`config.mk`:
```
export PLATFORM = sky130hd
export DESIGN_NAME = stk_arbiter_flat
export DESIGN_NICKNAME = d
export VERILOG_FILES = /design/src/rtl/az10_pkg.sv /design/src/rtl/stk_arbiter_if.sv /design/src/rtl/rr_picker.sv /design/src/rtl/stk_arbiter.sv /design/src/flat_wrapper.sv
export SDC_FILE = /design/constraint.sdc
export NUM_CORES = 1
export LEC_CHECK = 0
export ABC_AREA = 1
export BUFFER_PORTS_ARGS = -buffer_cell sky130_fd_sc_hd__buf_2
export CAP_MARGIN = 10
export CORE_MARGIN = 2
export CORE_UTILIZATION = 54
export DETAILED_ROUTE_END_ITERATION = 8
export PLACE_DENSITY = 0.82
export SLEW_MARGIN = 5
export SYNTH_ARGS = -nofsm -noshare
export SYNTH_HDL_FRONTEND = slang
export SYNTH_SLANG_ARGS = --single-unit
```
`constraint.sdc`:
```
create_clock -name clk -period 3.47 [get_ports clk]
set_clock_uncertainty 0.05 [all_clocks]
set_input_delay 0.694 -clock clk [delete_from_list [all_inputs] [get_ports clk]]
set_output_delay 0.694 -clock clk [all_outputs]
set_load 0.02 [all_outputs]
```
`src/rtl/az10_pkg.sv`:
```
// Shared AZ10 definitions: stack defaults, op encodings and the stack arbiter FSM states.
package az10_pkg;

  localparam int DATA_LEN_DEF  = 8;
  localparam int STK_DEPTH_DEF = 16;

  localparam logic OP_PUSH = 1'b1;
  localparam logic OP_POP  = 1'b0;

  typedef enum logic [1:0] {
    IDLE   = 2'd0,
    ACCESS = 2'd1,
    RESP   = 2'd2
  } stk_state_t;

endpackage

```
`src/rtl/stk_arbiter_if.sv`:
```
// Requester-side bus of the AZ10 data stack arbiter; clr exists only when STK_CLEAR_EN is defined.
interface stk_arbiter_if
  import az10_pkg::*;
#(
  parameter int NREQ      = 3,
  parameter int DATA_LEN  = DATA_LEN_DEF,
  parameter int STK_DEPTH = STK_DEPTH_DEF
);

  localparam int SPW = $clog2(STK_DEPTH) + 1;

  // Handshake: a requester raises req with op/wdata stable and holds all three
  // until its single-cycle gnt pulse; rdata and err are meaningful only with gnt.
  logic [NREQ-1:0]          req;
  logic [NREQ-1:0]          op;
  logic [NREQ*DATA_LEN-1:0] wdata;
`ifdef STK_CLEAR_EN
  logic                     clr;
`endif
  logic [NREQ-1:0]          gnt;
  logic [NREQ-1:0]          err;
  logic [DATA_LEN-1:0]      rdata;
  logic                     stk_full;
  logic                     stk_empty;
  logic [SPW-1:0]           sp;
  stk_state_t               state;

  modport master (
`ifdef STK_CLEAR_EN
    output clr,
`endif
    output req, op, wdata,
    input  gnt, err, rdata, stk_full, stk_empty, sp, state
  );

  modport slave (
`ifdef STK_CLEAR_EN
    input  clr,
`endif
    input  req, op, wdata,
    output gnt, err, rdata, stk_full, stk_empty, sp, state
  );

endinterface

```
`src/rtl/rr_picker.sv`:
```
// Combinational round-robin selector: first active request after index last, wrapping modulo NREQ.
module rr_picker #(
  parameter int NREQ = 3,
  parameter int IW   = $clog2(NREQ)
) (
  input  logic [NREQ-1:0] req,
  input  logic [IW-1:0]   last,
  output logic [IW-1:0]   winner,
  output logic            valid
);

  int idx;

  // Scan from farthest to nearest so the nearest active request overwrites the rest.
  always_comb begin
    winner = '0;
    valid  = |req;
    idx    = 0;
    for (int k = NREQ; k >= 1; k--) begin
      idx = (int'(last) + k) % NREQ;
      if (req[idx]) winner = IW'(idx);
    end
  end

endmodule

```
`src/rtl/stk_arbiter.sv`:
```
// AZ10 data stack with round-robin shared access; one push/pop per IDLE-ACCESS-RESP transaction.
// Optional STK_CLEAR_EN adds a synchronous clr that empties the stack and aborts any transaction.
module stk_arbiter
  import az10_pkg::*;
#(
  parameter int DATA_LEN  = DATA_LEN_DEF,
  parameter int STK_DEPTH = STK_DEPTH_DEF,
  parameter int NREQ      = 3
) (
  input  logic          clk,
  input  logic          rst,
  stk_arbiter_if.slave  bus
);

  localparam int AW  = $clog2(STK_DEPTH);
  localparam int SPW = AW + 1;
  localparam int IW  = $clog2(NREQ);

  stk_state_t          state_q, state_d;
  logic [IW-1:0]       last, win, pick;
  logic                pick_valid;
  logic                op_l;
  logic [DATA_LEN-1:0] wdata_l, rdata_q;
  logic [SPW-1:0]      sp_q, sp_dec;
  logic [NREQ-1:0]     gnt_q, err_q, win_oh;
  logic                full, empty, clr_s;
  logic [DATA_LEN-1:0] mem [STK_DEPTH];

`ifdef STK_CLEAR_EN
  assign clr_s = bus.clr;
`else
  assign clr_s = 1'b0;
`endif

  assign full   = (sp_q == SPW'(STK_DEPTH));
  assign empty  = (sp_q == '0);
  assign sp_dec = sp_q - SPW'(1);
  assign win_oh = NREQ'(1) << win;

  rr_picker #(.NREQ(NREQ)) u_picker (
    .req    (bus.req),
    .last   (last),
    .winner (pick),
    .valid  (pick_valid)
  );

  always_comb begin
    state_d = state_q;
    case (state_q)
      IDLE:    if (pick_valid) state_d = ACCESS;
      ACCESS:  state_d = RESP;
      RESP:    state_d = IDLE;
      default: state_d = IDLE;
    endcase
    if (clr_s) state_d = IDLE;
  end

  always_ff @(posedge clk or posedge rst) begin
    if (rst) state_q <= IDLE;
    else     state_q <= state_d;
  end

  // gnt/err are written in ACCESS so they are visible for exactly the RESP cycle.
  always_ff @(posedge clk or posedge rst) begin
    if (rst) begin
      last    <= IW'(NREQ - 1);
      win     <= '0;
      op_l    <= OP_POP;
      wdata_l <= '0;
      sp_q    <= '0;
      gnt_q   <= '0;
      err_q   <= '0;
      rdata_q <= '0;
    end else if (clr_s) begin
      sp_q  <= '0;
      gnt_q <= '0;
      err_q <= '0;
    end else begin
      gnt_q <= '0;
      err_q <= '0;
      case (state_q)
        IDLE: begin
          if (pick_valid) begin
            win     <= pick;
            op_l    <= bus.op[pick];
            wdata_l <= bus.wdata[int'(pick)*DATA_LEN +: DATA_LEN];
          end
        end
        ACCESS: begin
          last  <= win;
          gnt_q <= win_oh;
          if (op_l == OP_PUSH) begin
            if (full) err_q <= win_oh;
            else      sp_q  <= sp_q + SPW'(1);
          end else begin
            if (empty) begin
              rdata_q <= '0;
              err_q   <= win_oh;
            end else begin
              rdata_q <= mem[sp_dec[AW-1:0]];
              sp_q    <= sp_dec;
            end
          end
        end
        default: ;
      endcase
    end
  end

  // Storage is deliberately left unreset; only entries below sp are ever read.
  always_ff @(posedge clk) begin
    if (state_q == ACCESS && op_l == OP_PUSH && !full && !clr_s)
      mem[sp_q[AW-1:0]] <= wdata_l;
  end

  assign bus.gnt       = gnt_q;
  assign bus.err       = err_q;
  assign bus.rdata     = rdata_q;
  assign bus.sp        = sp_q;
  assign bus.stk_full  = full;
  assign bus.stk_empty = empty;
  assign bus.state     = state_q;

endmodule

```
`src/flat_wrapper.sv`:
```
// flat-port wrapper written by rule: the top's interface ports become plain ports
module stk_arbiter_flat import az10_pkg::*;
#(
  parameter int DATA_LEN  = DATA_LEN_DEF,
  parameter int STK_DEPTH = STK_DEPTH_DEF,
  parameter int NREQ      = 3
)
  (clk, rst, bus_req, bus_op, bus_wdata, bus_gnt, bus_err, bus_rdata, bus_stk_full, bus_stk_empty, bus_sp, bus_state);
  stk_arbiter_if #(.NREQ(NREQ), .DATA_LEN(DATA_LEN), .STK_DEPTH(STK_DEPTH)) bus_i ();
  input  logic clk;
  input  logic rst;
  input wire logic [$bits(bus_i.req)-1:0] bus_req;
  input wire logic [$bits(bus_i.op)-1:0] bus_op;
  input wire logic [$bits(bus_i.wdata)-1:0] bus_wdata;
  output wire logic [$bits(bus_i.gnt)-1:0] bus_gnt;
  output wire logic [$bits(bus_i.err)-1:0] bus_err;
  output wire logic [$bits(bus_i.rdata)-1:0] bus_rdata;
  output wire logic [$bits(bus_i.stk_full)-1:0] bus_stk_full;
  output wire logic [$bits(bus_i.stk_empty)-1:0] bus_stk_empty;
  output wire logic [$bits(bus_i.sp)-1:0] bus_sp;
  output wire logic [$bits(bus_i.state)-1:0] bus_state;
  assign bus_i.req = bus_req;
  assign bus_i.op = bus_op;
  assign bus_i.wdata = bus_wdata;
  assign bus_gnt = bus_i.gnt;
  assign bus_err = bus_i.err;
  assign bus_rdata = bus_i.rdata;
  assign bus_stk_full = bus_i.stk_full;
  assign bus_stk_empty = bus_i.stk_empty;
  assign bus_sp = bus_i.sp;
  assign bus_state = bus_i.state;
  stk_arbiter #(.DATA_LEN(DATA_LEN), .STK_DEPTH(STK_DEPTH), .NREQ(NREQ)) u_core (.clk(clk), .rst(rst), .bus(bus_i));
endmodule
```
Word level (Yosys, flattened, before mapping)
Memories as Yosys holds them, arrays and structs flattened.
Index checks and enable logic that the tools add are counted.
- bitwise operators: 1
- $lt $le $gt $ge: 4
- $mul: 0
- equality and inequality tests: 5
- divide/modulo/power cells: 3
- $add $sub $neg: 5
- muxes and demuxes: 27
- reduce and logical (&&, ||, !) cells: 9
- shifts and indexed selects: 2
- operators with widths (kind ; number):
    32-bit by 4-bit < comparator with 1-bit output, second input constant ; 3
    32-bit by 3-bit modulo with 32-bit output, second input constant ; 3
    24-bit by 6-bit indexed part select with 8-bit output ; 1
    3-bit 2-to-1 mux ; 5
    5-bit 2-to-1 mux ; 3
    1-bit 2-to-1 mux ; 9
    1-bit binary-select mux with 2-bit select ; 4
    2-bit 2-to-1 mux ; 4
    8-bit 2-to-1 mux ; 1
    2-bit by 2-bit adder with 3-bit output, second input constant ; 2
    5-bit by 1-bit adder with 5-bit output, second input constant ; 1
    5-bit equality test, second input constant ; 1
    5-bit logical NOT ; 1
    5-bit by 1-bit subtractor with 5-bit output, second input constant ; 1
    2-bit by 1-bit inequality test with 1-bit output, second input constant ; 2
    2-bit case mux with 2 select lines ; 1
    2-bit AND reduction ; 2
    2-bit by 1-bit adder with 3-bit output, second input constant ; 1
    2-bit by 3-bit < comparator with 1-bit output, second input constant ; 1
    3-bit AND reduction ; 1
    3-bit OR reduction ; 1
    1-bit by 2-bit left shift with 3-bit output, first input constant ; 1
    2-bit by 1-bit equality test with 1-bit output, second input constant ; 1
    1-bit logical AND ; 2
    other kinds (4) ; 4
- input port bits: 32
- bits in read-only memories: 0
- output and inout bits: 23
- latch bits: 0
- memory bits (writable): 128
- register bits after elaboration: 34
- memories kept: 1
- memories (name ; words ; width ; read ports ; clocked after memory_dff ; wr ports ; RTL line ; RTL):
    u_core.mem ; 16 ; 8 ; 1 ; 0 ; 1 ; stk_arbiter.sv:27 ; logic [DATA_LEN-1:0] mem [STK_DEPTH];

Longest topological paths before layout
Gate-level depths: netlist (run 1).
- depth after elaboration: 10
- mapped depth: 15
- mapped depth without buffers: 15

By module
A second synthesis (run 1) with hierarchy kept.
- cell total of the unflattened synthesis: 644
- area, all modules: 7053.0 µm²
- by module, submodules not included (module ; area an instance (µm²) ; times used ; cells each):
    stk_arbiter ; 6867.8 ; 1 ; 609
    rr_picker ; 185.2 ; 1 ; 35

Worst setup path before layout (run 1)
OpenSTA, ideal clock, no wires.
- kind: reg2reg
- from: register u_core.sp_q[0] (netlist: u_core.bus.sp[0])
- to: memory u_core.mem[15][0] (netlist name) (enable)
- cell stages (with the launch flop): 10
- arrival time: 2.193 ns
- path slack: 0.843 ns
- buffers on the path: 2
- data required time: 3.037 ns
- setup time: 0.383 ns
- clock period less this slack: 2.627 ns
- cells stage by stage: dfrtp_1 -> inv_1 -> buf_2 -> buf_2 -> ha_1 -> nand2_1 -> nor2_2 -> nand2_1 -> nand3_2 -> nor3_1
- cells in the longest elaborated chain, start to end: 5
- RTL lines (item ; RTL line ; RTL):
    from (decl) ; stk_arbiter.sv:24 ; logic [SPW-1:0] sp_q, sp_dec;
    from (signal assigned) ; stk_arbiter.sv:94 ; else sp_q <= sp_q + SPW'(1);
    from (signal assigned) ; stk_arbiter.sv:101 ; sp_q <= sp_dec;
    5-bit equality test ; stk_arbiter.sv:35 ; assign full = (sp_q == SPW'(STK_DEPTH));
    1-bit logical NOT ; stk_arbiter.sv:112 ; if (state_q == ACCESS && op_l == OP_PUSH && !full && !clr_s)
    1-bit logical AND ; stk_arbiter.sv:112 ;
    1-bit 2-to-1 mux ; stk_arbiter.sv:112 ;
    1-bit 2-to-1 mux (not written as such) ; stk_arbiter.sv:113 ; mem[sp_q[AW-1:0]] <= wdata_l;
    to (decl) ; stk_arbiter.sv:27 ;
Parallel ways exist; a longest one is shown, timed or not.

Worst setup path in the final report (run 1)
- from: register u_core.sp_q[1] (netlist: u_core.bus.sp[1])
- to: output port bus_stk_full
- cells in the longest elaborated chain, start to end: 1
- RTL lines (item ; RTL line ; RTL):
    5-bit equality test ; stk_arbiter.sv:35 ;
    to (decl) ; flat_wrapper.sv:18 ; output wire logic [$bits(bus_i.stk_full)-1:0] bus_stk_full;
No other way between the ends.

==> results of run 1 <==
[power groups by stage]
stage               registers (mW)  clock network [mW]  logic, mW
finish                        2.98                1.89       3.60
floorplan                     2.95                   0       2.63
global route                  3.03                1.97       3.99
detailed placement            3.02                   0       3.53
CTS                           2.99                1.89       3.58
global placement              3.00                   0       3.43
[sequential cells by signal, indices dropped and copies added, names as in the netlist]
signal,count
u_core.wdata_l,8
u_core.bus.state,2
u_core.bus.sp,5
u_core.bus.gnt,3
u_core.op_l,1
u_core.bus.rdata,8
u_core.last,2
u_core.bus.err,3
u_core.mem,128
u_core.win,2
[cell type report]
| cell class | instances | share of cell area [%] |
|---|---|---|
| clock buffer | 26 | 5.99 |
| clock inverter | 6 | 1.27 |
| inverter | 54 | 2.48 |
| multi-input combinational | 425 | 26.0 |
| sequential | 162 | 57.6 |
| tap | 176 | 2.70 |
| timing repair buffer | 62 | 4.05 |
[per-stage QoR]
step	hold slack [ps]	instances	utilization [%]	cell area [um2]	power (mW)
after floorplan	434	668	-	7160	5.58
after global placement	410	879	57.8	7570	6.43
after detailed placement	419	879	57.8	7570	6.56
after CTS	291	911	62.4	8160	8.47
after global routing	317	911	62.4	8160	8.99
final	282	911	62.4	8160	8.47
[worst register-to-register path, stage by stage, from the launching register on]
cell and delay, ps:
dfrtp_1 420, inv_1 160, ha_1 270, xor2_2 600, inv_2 410, nand3_1 180
nand3_1 170, o211ai_1 150, nand2_1 70
[cell families after synthesis]
kind of cell	Yosys count	synth area share, %
AO/OA/AOI/OAI	77	6.47
XOR/XNOR	6	1.10
adder cells (fa/ha/maj)	8	1.40
buffers and inverters	81	4.82
flip-flops	162	65.6
AND/OR/NAND/NOR	334	20.6
[Yosys cell counts, drive strengths merged]
master	instances
nand2	198
edfxtp	128
nand3	85
inv	53
a21oi	37
nor2	34
dfrtp	33
buf	19
o211ai	15
nor3	14
o21ai	14
clkbuf	8
ha	8
a22oi	6
xor2	5
nor4	2
o22ai	2
o31ai	2
clkinv	1
dfstp	1
nand3b	1
o221ai	1
xnor2	1
[how the worst min path moves through the flow]
stage / start / to / slack (ps) / cells past startpoint
after floorplan: u_core.win[1] / u_core.bus.gnt[1] / 430 / 1
after global placement: u_core.bus.rdata[7] / u_core.bus.rdata[7] / 410 / 2
after detailed placement: u_core.bus.rdata[7] / u_core.bus.rdata[7] / 420 / 2
after CTS: rst / u_core.bus.sp[1] / 290 / 2
after global routing: rst / u_core.bus.rdata[6] / 320 / 2
final: rst / u_core.bus.sp[1] / 280 / 2
[metal layers]
metal | track usage [%] | routed length [um] | up-vias
met5 | 0 | 0 | -
met4 | 11.5 | 593 | 0
met3 | 5.17 | 1050 | 46
met2 | 38.5 | 7800 | 198
met1 | 31.6 | 6820 | 2411
li1 | - | - | 2397
==> flow_summary.json, run 1 <==
{
  "status": "finished clean",
  "rsz0062_at_grt": "false",
  "finalHoldViolations": 0,
  "clockPowerShare_pct": 22.3,
  "p_sw_mw": 3.64,
  "post-route-drc-count": 0,
  "h-tree-depth": 4,
  "grt_pass1_wl_mm": 26.2,
  "vias_per_cell": 5.55,
  "die_x_um": 119,
  "cp_slowest_cell": "dfrtp_1",
  "cp-startpoint": "u_core.bus.sp[1]",
  "area_growth_pct": 14.0,
  "relSlewSlack_pct": 32.5,
  "drv_slew": 0,
  "power_frac_comb_pct": 42.5,
  "powerDensity_mw_per_mm2": 1040,
  "synth_cell_types": 35,
  "fin_ws_ps": 869,
  "cp.arrival_ps": 1860,
  "cts_tree": "yes",
  "cts-root-to-sink-buffers": 2,
  "synth_top_area_share_pct": 53.7,
  "initial_core_util_pct": 54.7,
  "synth_nets": 708,
  "setup_viol": 0,
  "crit_chain": "inv_1 -> ha_1 -> nand2_1 -> nor2_2 -> nand2_1 -> inv_1 -> buf_2",
  "swShare_pct": 43.0,
  "r2r_setup_slack_ps": 890,
  "final_common_cell": "nand2_1",
  "postCtsHoldBufs": 0,
  "tightestPinTransition_ps": 1010,
  "num_rows": 42,
  "drt_pre_antenna_iters": 6,
  "overflow": 0,
  "wire_per_inst_um": 17.9,
  "clk_pin_slew_ps": 60,
  "io_pins": 55,
  "cts-root-buf": "clkbuf_16",
  "drt_iter0_drc": 607,
  "numPortBuffers": 54,
  "fp.dieArea_mm2": 0.0142,
  "vdd.ir_drop.worst_uv": 717,
  "max_stage_delay_ps": 420,
  "synthCells": 668,
  "fmax_mhz": 384,
  "p_int_mw": 4.83,
  "cts_resized": 0,
  "fill_cells": 1025,
  "ant_nets": 0,
  "cts_inserted_buffers": 17,
  "power_frac_seq_pct": 35.2,
  "syn_area_mm2": 0.00716,
  "critPathCaptureType": "output port",
  "crit_path_start_kind": "flip-flop",
  "grt_pass1_vias": 5245,
  "hpwl_mm": 10.6,
  "leakagePower_nw": 3.36,
  "clock_latency_ps": 430,
  "crit_buf_inv": 3,
  "yosys_warnings": 0,
  "period_share_pct": 75.0,
  "vias": 5052,
  "avgSynthCellArea_um2": 10.7,
  "post_cts_buffers": 0,
  "seq_area_frac_synth_pct": 65.6,
  "crit_path_end": "bus_stk_full",
  "timing.rr.start": "u_core.bus.sp[1]",
  "synth_top_area_cell": "edfxtp_1",
  "final_cell_mix": "192 x nand2_1, 128 x edfxtp_1, 80 x nand3_1",
  "reg2reg_depth": 8,
  "criticalPathCategory": "flip-flop to output port",
  "r2r_end": "u_core.bus.rdata[3]",
  "multi_input_area_mm2": 0.00212,
  "diodes": 0,
  "clock-sinks": 162,
  "placeableCoreArea_mm2": 0.0131,
  "antenna_found_initial": 0,
  "nets": 762,
  "dieHeight_um": 119,
  "path_max_fanout": 5,
  "grt_max_degree": 69,
  "gp_congestion": 0.852,
  "critPathTopFamily": "flip-flops",
  "synth-seq-cells": 162,
  "seq_area_mm2": 0.00470,
  "drt-total-wl_mm": 16.3,
  "critical_path_depth": 7,
  "detailedPlace.worstSlack_ps": 959,
  "hp-class": "input pin to async pin",
  "grt_usage_pct": 24.1,
  "drive_gt1_share_pct": 15.8,
  "worstPathRequired_ps": 2730,
  "max_cap_violations": 0,
  "finalSetupTns_ps": 0,
  "synth.area.top_cells": "edfxtp_1 54%, dfrtp_1 12%, nand2_1 10%, nand3_1 5.6%, a21oi_1 2.6%",
  "period_minus_slack_ps": 2600
}
Note: power is estimated with default switching activity, not from simulation.
==> run 2, diff against run 1 <==
--- a/config.mk
+++ b/config.mk
@@ -11,7 +11,7 @@
 export CORE_MARGIN = 2
 export CORE_UTILIZATION = 54
 export DETAILED_ROUTE_END_ITERATION = 8
-export PLACE_DENSITY = 0.82
+export PLACE_DENSITY = 0.85
 export SLEW_MARGIN = 5
 export SYNTH_ARGS = -nofsm -noshare
 export SYNTH_HDL_FRONTEND = slang
==> constraint.sdc (replaced) <==
create_clock -name clk -period 2.3 [get_ports clk]
set_clock_uncertainty 0.05 [all_clocks]
set_input_delay 0.46 -clock clk [delete_from_list [all_inputs] [get_ports clk]]
set_output_delay 0.46 -clock clk [all_outputs]
set_load 0.02 [all_outputs]
==> flow_summary.json, run 2 (same netlist as run 1, synthesis figures left out) <==
{
  "max_stage_delay_ps": 420,
  "place_inst": 888,
  "hp-class": "input pin to async pin",
  "area_growth_pct": 16.8,
  "dpl_cell_area_mm2": 0.00777,
  "detailedPlace.worstSlack_ps": 221,
  "fmax_mhz": 444,
  "grt_usage_pct": 24.0,
  "dieHeight_um": 119,
  "setup_viol": 0,
  "ant_nets": 0,
  "drt_iter0_drc": 663,
  "crit_chain": "inv_2 -> ha_2 -> nand2_1 -> nor2_4 -> nand2_1 -> inv_1 -> buf_2",
  "clock-sinks": 162,
  "vdd.ir_drop.worst_uv": 923,
  "crit_buf_inv": 3,
  "cts_inserted_buffers": 17,
  "drt_pre_antenna_iters": 6,
  "worstPathRequired_ps": 1790,
  "initial_core_util_pct": 54.7,
  "criticalPathCategory": "flip-flop to output port",
  "die_x_um": 119,
  "clock_latency_ps": 420,
  "cts-root-to-sink-buffers": 2,
  "status": "finished clean",
  "power_frac_comb_pct": 44.5,
  "crit_top_cell": "nand2_1",
  "num_rows": 42,
  "max_cap_violations": 0,
  "overflow": 0,
  "period_minus_slack_ps": 2250,
  "grt_max_degree": 42,
  "design_area_mm2": 0.00836,
  "largest_reg_flops": 128,
  "cp_slowest_cell": "dfrtp_1",
  "placeableCoreArea_mm2": 0.0131,
  "drv_slew": 0,
  "diodes": 0,
  "critPathTopFamily": "flip-flops",
  "period_share_pct": 97.9,
  "tightestPinTransition_ps": 852,
  "nets": 771,
  "wire_per_inst_um": 17.8,
  "hpwl_mm": 10.7,
  "drive_gt1_share_pct": 20.7,
  "swShare_pct": 44.6,
  "leakagePower_nw": 3.40,
  "power_frac_seq_pct": 34.5,
  "stdcell_count": 920,
  "cts-root-buf": "clkbuf_16",
  "clk_pin_slew_ps": 60,
  "clockPowerShare_pct": 20.9,
  "p_sw_mw": 5.85,
  "antenna_found_initial": 0,
  "drt-total-wl_mm": 16.3,
  "final_cell_mix": "188 x nand2_1, 128 x edfxtp_1, 80 x nand3_1",
  "finalHoldViolations": 0,
  "h-tree-depth": 4,
  "io_pins": 55,
  "relSlewSlack_pct": 43.2,
  "post-route-drc-count": 0,
  "final_common_cell": "nand2_1",
  "cts_tree": "yes",
  "vias_per_cell": 5.76,
  "powerDensity_mw_per_mm2": 1570,
  "gp_congestion": 0.879,
  "fill_cells": 920,
  "cp.arrival_ps": 1740,
  "numPortBuffers": 54,
  "vias": 5302,
  "post-route-util_pct": 63.9,
  "critPathCaptureType": "output port",
  "path_max_fanout": 5,
  "grt_pass1_wl_mm": 25.6,
  "crit_path_start_kind": "flip-flop",
  "fin_ws_ps": 49.3,
  "grt_pass1_vias": 4983,
  "fp.dieArea_mm2": 0.0142,
  "p_int_mw": 7.27
}
[run 2: worst paths after layout]
kind | start | endpoint | depth (start not counted) | slack, ps
min in group clk | bus_wdata[15] | u_core.wdata_l[7] | 3 | 250
min reg2reg | u_core.bus.rdata[0] | u_core.bus.rdata[0] | 2 | 430
min | rst | u_core.bus.rdata[3] | 3 | 80
max in group asynchronous | rst | u_core.bus.sp[0] | 3 | 1780
max | u_core.bus.sp[1] | bus_stk_empty | 7 | 50
max reg2reg | u_core.last[1] | u_core.wdata_l[2] | 11 | 210
[run 2: stage by stage]
| step | power, mW | TNS (ps) | hold WS [ps] |
|---|---|---|---|
| floorplan | 8.56 | -349 | 434 |
| global placement | 9.96 | 0 | 418 |
| detailed placement | 10.1 | 0 | 417 |
| CTS | 13.0 | 0 | 84.6 |
| global route | 13.8 | -24.5 | 109 |
| finish | 13.1 | 0 | 76.4 |
[run 2: what timing repair did]
action	in CTS	in global routing
setup buffers	0	0
resized for setup	1	2
setup endpoints to repair	1	2
hold buffers	0	0
[run 2: worst reg2reg max path: cells and delay by family, from the launching register on]
kind / cells / cell delay (ps)
flops: 1 / 550
compound gates: 1 / 160
buf+inv: 1 / 70
simple gates: 8 / 930
fa+ha+maj: 1 / 260
[run 2: power by group through the flow]
stage / clock network [mW] / logic [mW] / registers [mW]
after floorplan: 0 / 4.11 / 4.46
after global placement: 0 / 5.41 / 4.54
after detailed placement: 0 / 5.58 / 4.57
after CTS: 2.76 / 5.70 / 4.51
after global routing: 2.89 / 6.33 / 4.60
final: 2.75 / 5.84 / 4.53
[run 2: per-layer routing]
metal	vias to the layer above	routed length, um	global-route usage, %
li1	2421	-	-
met4	0	675	12.1
met5	-	0	0
met3	65	1410	6.47
met1	2519	6530	30.7
met2	297	7720	37.9
[run 2: cell type report]
cell class / count / area, um2 / share of cell area (%)
Clock inverter: 14 / 155 / 1.86
Sequential cell: 162 / 4700 / 56.2
Inverter: 54 / 203 / 2.42
Tap cell: 176 / 220 / 2.63
Timing Repair Buffer: 71 / 398 / 4.76
Multi-Input combinational cell: 425 / 2260 / 27.0
Clock buffer: 18 / 429 / 5.13
==> run 3, diff against run 2 <==
--- a/config.mk
+++ b/config.mk
@@ -6,13 +6,14 @@
 export NUM_CORES = 1
 export LEC_CHECK = 0
 export ABC_AREA = 1
-export BUFFER_PORTS_ARGS = -buffer_cell sky130_fd_sc_hd__buf_2
-export CAP_MARGIN = 10
+export CAP_MARGIN = 15
 export CORE_MARGIN = 2
 export CORE_UTILIZATION = 54
 export DETAILED_ROUTE_END_ITERATION = 8
-export PLACE_DENSITY = 0.85
+export DONT_BUFFER_PORTS = 1
+export PLACE_DENSITY = 0.81
 export SLEW_MARGIN = 5
 export SYNTH_ARGS = -nofsm -noshare
 export SYNTH_HDL_FRONTEND = slang
 export SYNTH_SLANG_ARGS = --single-unit
+export TNS_END_PERCENT = 30
==> flow_summary.json, run 3 (same netlist as run 1, synthesis figures left out) <==
{
  "h-tree-depth": 4,
  "grt_max_degree": 69,
  "max_cap_violations": 0,
  "drv_slew": 0,
  "placeableCoreArea_mm2": 0.0131,
  "detailedPlace.worstSlack_ps": 136,
  "path_max_fanout": 3,
  "initial_core_util_pct": 54.7,
  "io_pins": 55,
  "critPathCaptureType": "output port",
  "grt_usage_pct": 23.4,
  "timing.hold.ws_ps": 154,
  "diodes": 0,
  "area_growth_pct": 13.1,
  "dieHeight_um": 119,
  "status": "finished clean",
  "place_inst": 834,
  "final_cell_mix": "189 x nand2_1, 128 x edfxtp_1, 80 x nand3_1",
  "vias_per_cell": 5.64,
  "cts_inserted_buffers": 17,
  "cp.arrival_ps": 1660,
  "clock_latency_ps": 420,
  "cts-root-buf": "clkbuf_16",
  "leakagePower_nw": 3.17,
  "cts_tree": "yes",
  "period_minus_slack_ps": 2170,
  "hpwl_mm": 10.4,
  "crit_path_start_kind": "flip-flop",
  "largest_reg_flops": 128,
  "powerDensity_mw_per_mm2": 1590,
  "grt_pass1_vias": 4781,
  "final_common_cell": "nand2_1",
  "wire_per_inst_um": 18.2,
  "period_share_pct": 94.5,
  "finalHoldViolations": 0,
  "rsz0062_at_grt": "false",
  "multi_input_area_mm2": 0.00226,
  "relSlewSlack_pct": 47.6,
  "worstPathRequired_ps": 1790,
  "vdd.ir_drop.worst_uv": 1220,
  "setup_viol": 0,
  "hp-class": "input pin to flip-flop",
  "gp_congestion": 0.887,
  "cts-root-to-sink-buffers": 2,
  "criticalPathCategory": "flip-flop to output port",
  "power_mw": 12.9,
  "drt_pre_antenna_iters": 5,
  "tightestPinTransition_ps": 787,
  "seq_area_mm2": 0.00470,
  "clk_pin_slew_ps": 60,
  "vias": 4890,
  "fill_cells": 952,
  "fp.dieArea_mm2": 0.0142,
  "clock-sinks": 162,
  "drt-total-wl_mm": 15.8,
  "drt_iter0_drc": 546,
  "ant_nets": 0,
  "overflow": 0,
  "nets": 718,
  "stdcell_count": 867,
  "fmax_mhz": 460,
  "post-route-drc-count": 0,
  "grt_pass1_wl_mm": 25.0,
  "die_x_um": 119,
  "antenna_found_initial": 0,
  "fin_ws_ps": 127,
  "num_rows": 42,
  "numPortBuffers": 0,
  "finalSetupTns_ps": 0,
  "drive_gt1_share_pct": 14.3
}
-- run 3: changes by cell type in the layout (fill, tap and decap cells not counted), sizes merged --
cell and delta:
buf -54, dlygate4sd3 +1, clkbuf +1, inv -3, clkinvlp +1, clkinv +1
-- run 3: cell type report --
type                       instances  share of cell area, %
clock buffer                      19                   5.47
multi-input combinational        425                   27.9
timing repair buffer              18                   1.75
inverter                          54                   2.50
tap                              176                   2.72
sequential                       162                   58.0
clock inverter                    13                   1.70
-- run 3: worst max-delay path, cell delays in order, from the launching register on --
cell and delay [ps]:
dfrtp_2 400, inv_1 100, ha_2 250, nand2_1 80, nor2_2 120, nand2_1 140
inv_2 150
-- run 3: path summary, 6_finish.rpt --
kind	from	to	slack, ps	cells past startpoint
max in group asynchronous	rst	u_core.last[1]	1040	3
min in group asynchronous	rst	u_core.bus.rdata[6]	500	2
min reg2reg	u_core.win[0]	u_core.bus.gnt[2]	510	1
min	bus_wdata[15]	u_core.wdata_l[7]	150	2
max reg2reg	u_core.bus.sp[0]	u_core.bus.rdata[7]	170	9
max	u_core.bus.sp[0]	bus_stk_full	130	6
-- run 3: per-stage QoR --
step,utilization (%),cell area (um2)
2_1_floorplan,-,7290
4_1_cts,61.8,8090
3_5_place_dp,57.3,7500
3_3_place_gp,57.3,7500
6_report,61.9,8100
5_1_grt,61.9,8100
-- run 3: timing repair --
| action | 4_1_cts | 5_1_grt |
|---|---|---|
| endpoints found under the setup margin | 0 | 3 |
| endpoints found under the hold margin | 13 | 0 |
| buffers inserted | 0 | 0 |
| resized for setup | 0 | 3 |
| hold buffers | 1 | 0 |
-- run 3: per-layer routing --
metal  GRT usage, %  vias up  part of all wire [%]
li1               -     2312                     -
met1           31.8     2297                    41
met2           37.8      256                    48
met3           4.65       25                   8.6
met4           8.26        0                   1.5
met5              0        -                     0
-- run 3: power breakdown --
part | internal (mW) | switching [mW] | leakage, nW
Clock | 1.62 | 1.10 | 0.267
Combinational | 1.66 | 3.85 | 1.35
Sequential | 3.88 | 0.778 | 1.56
Total | 7.16 | 5.72 | 3.17
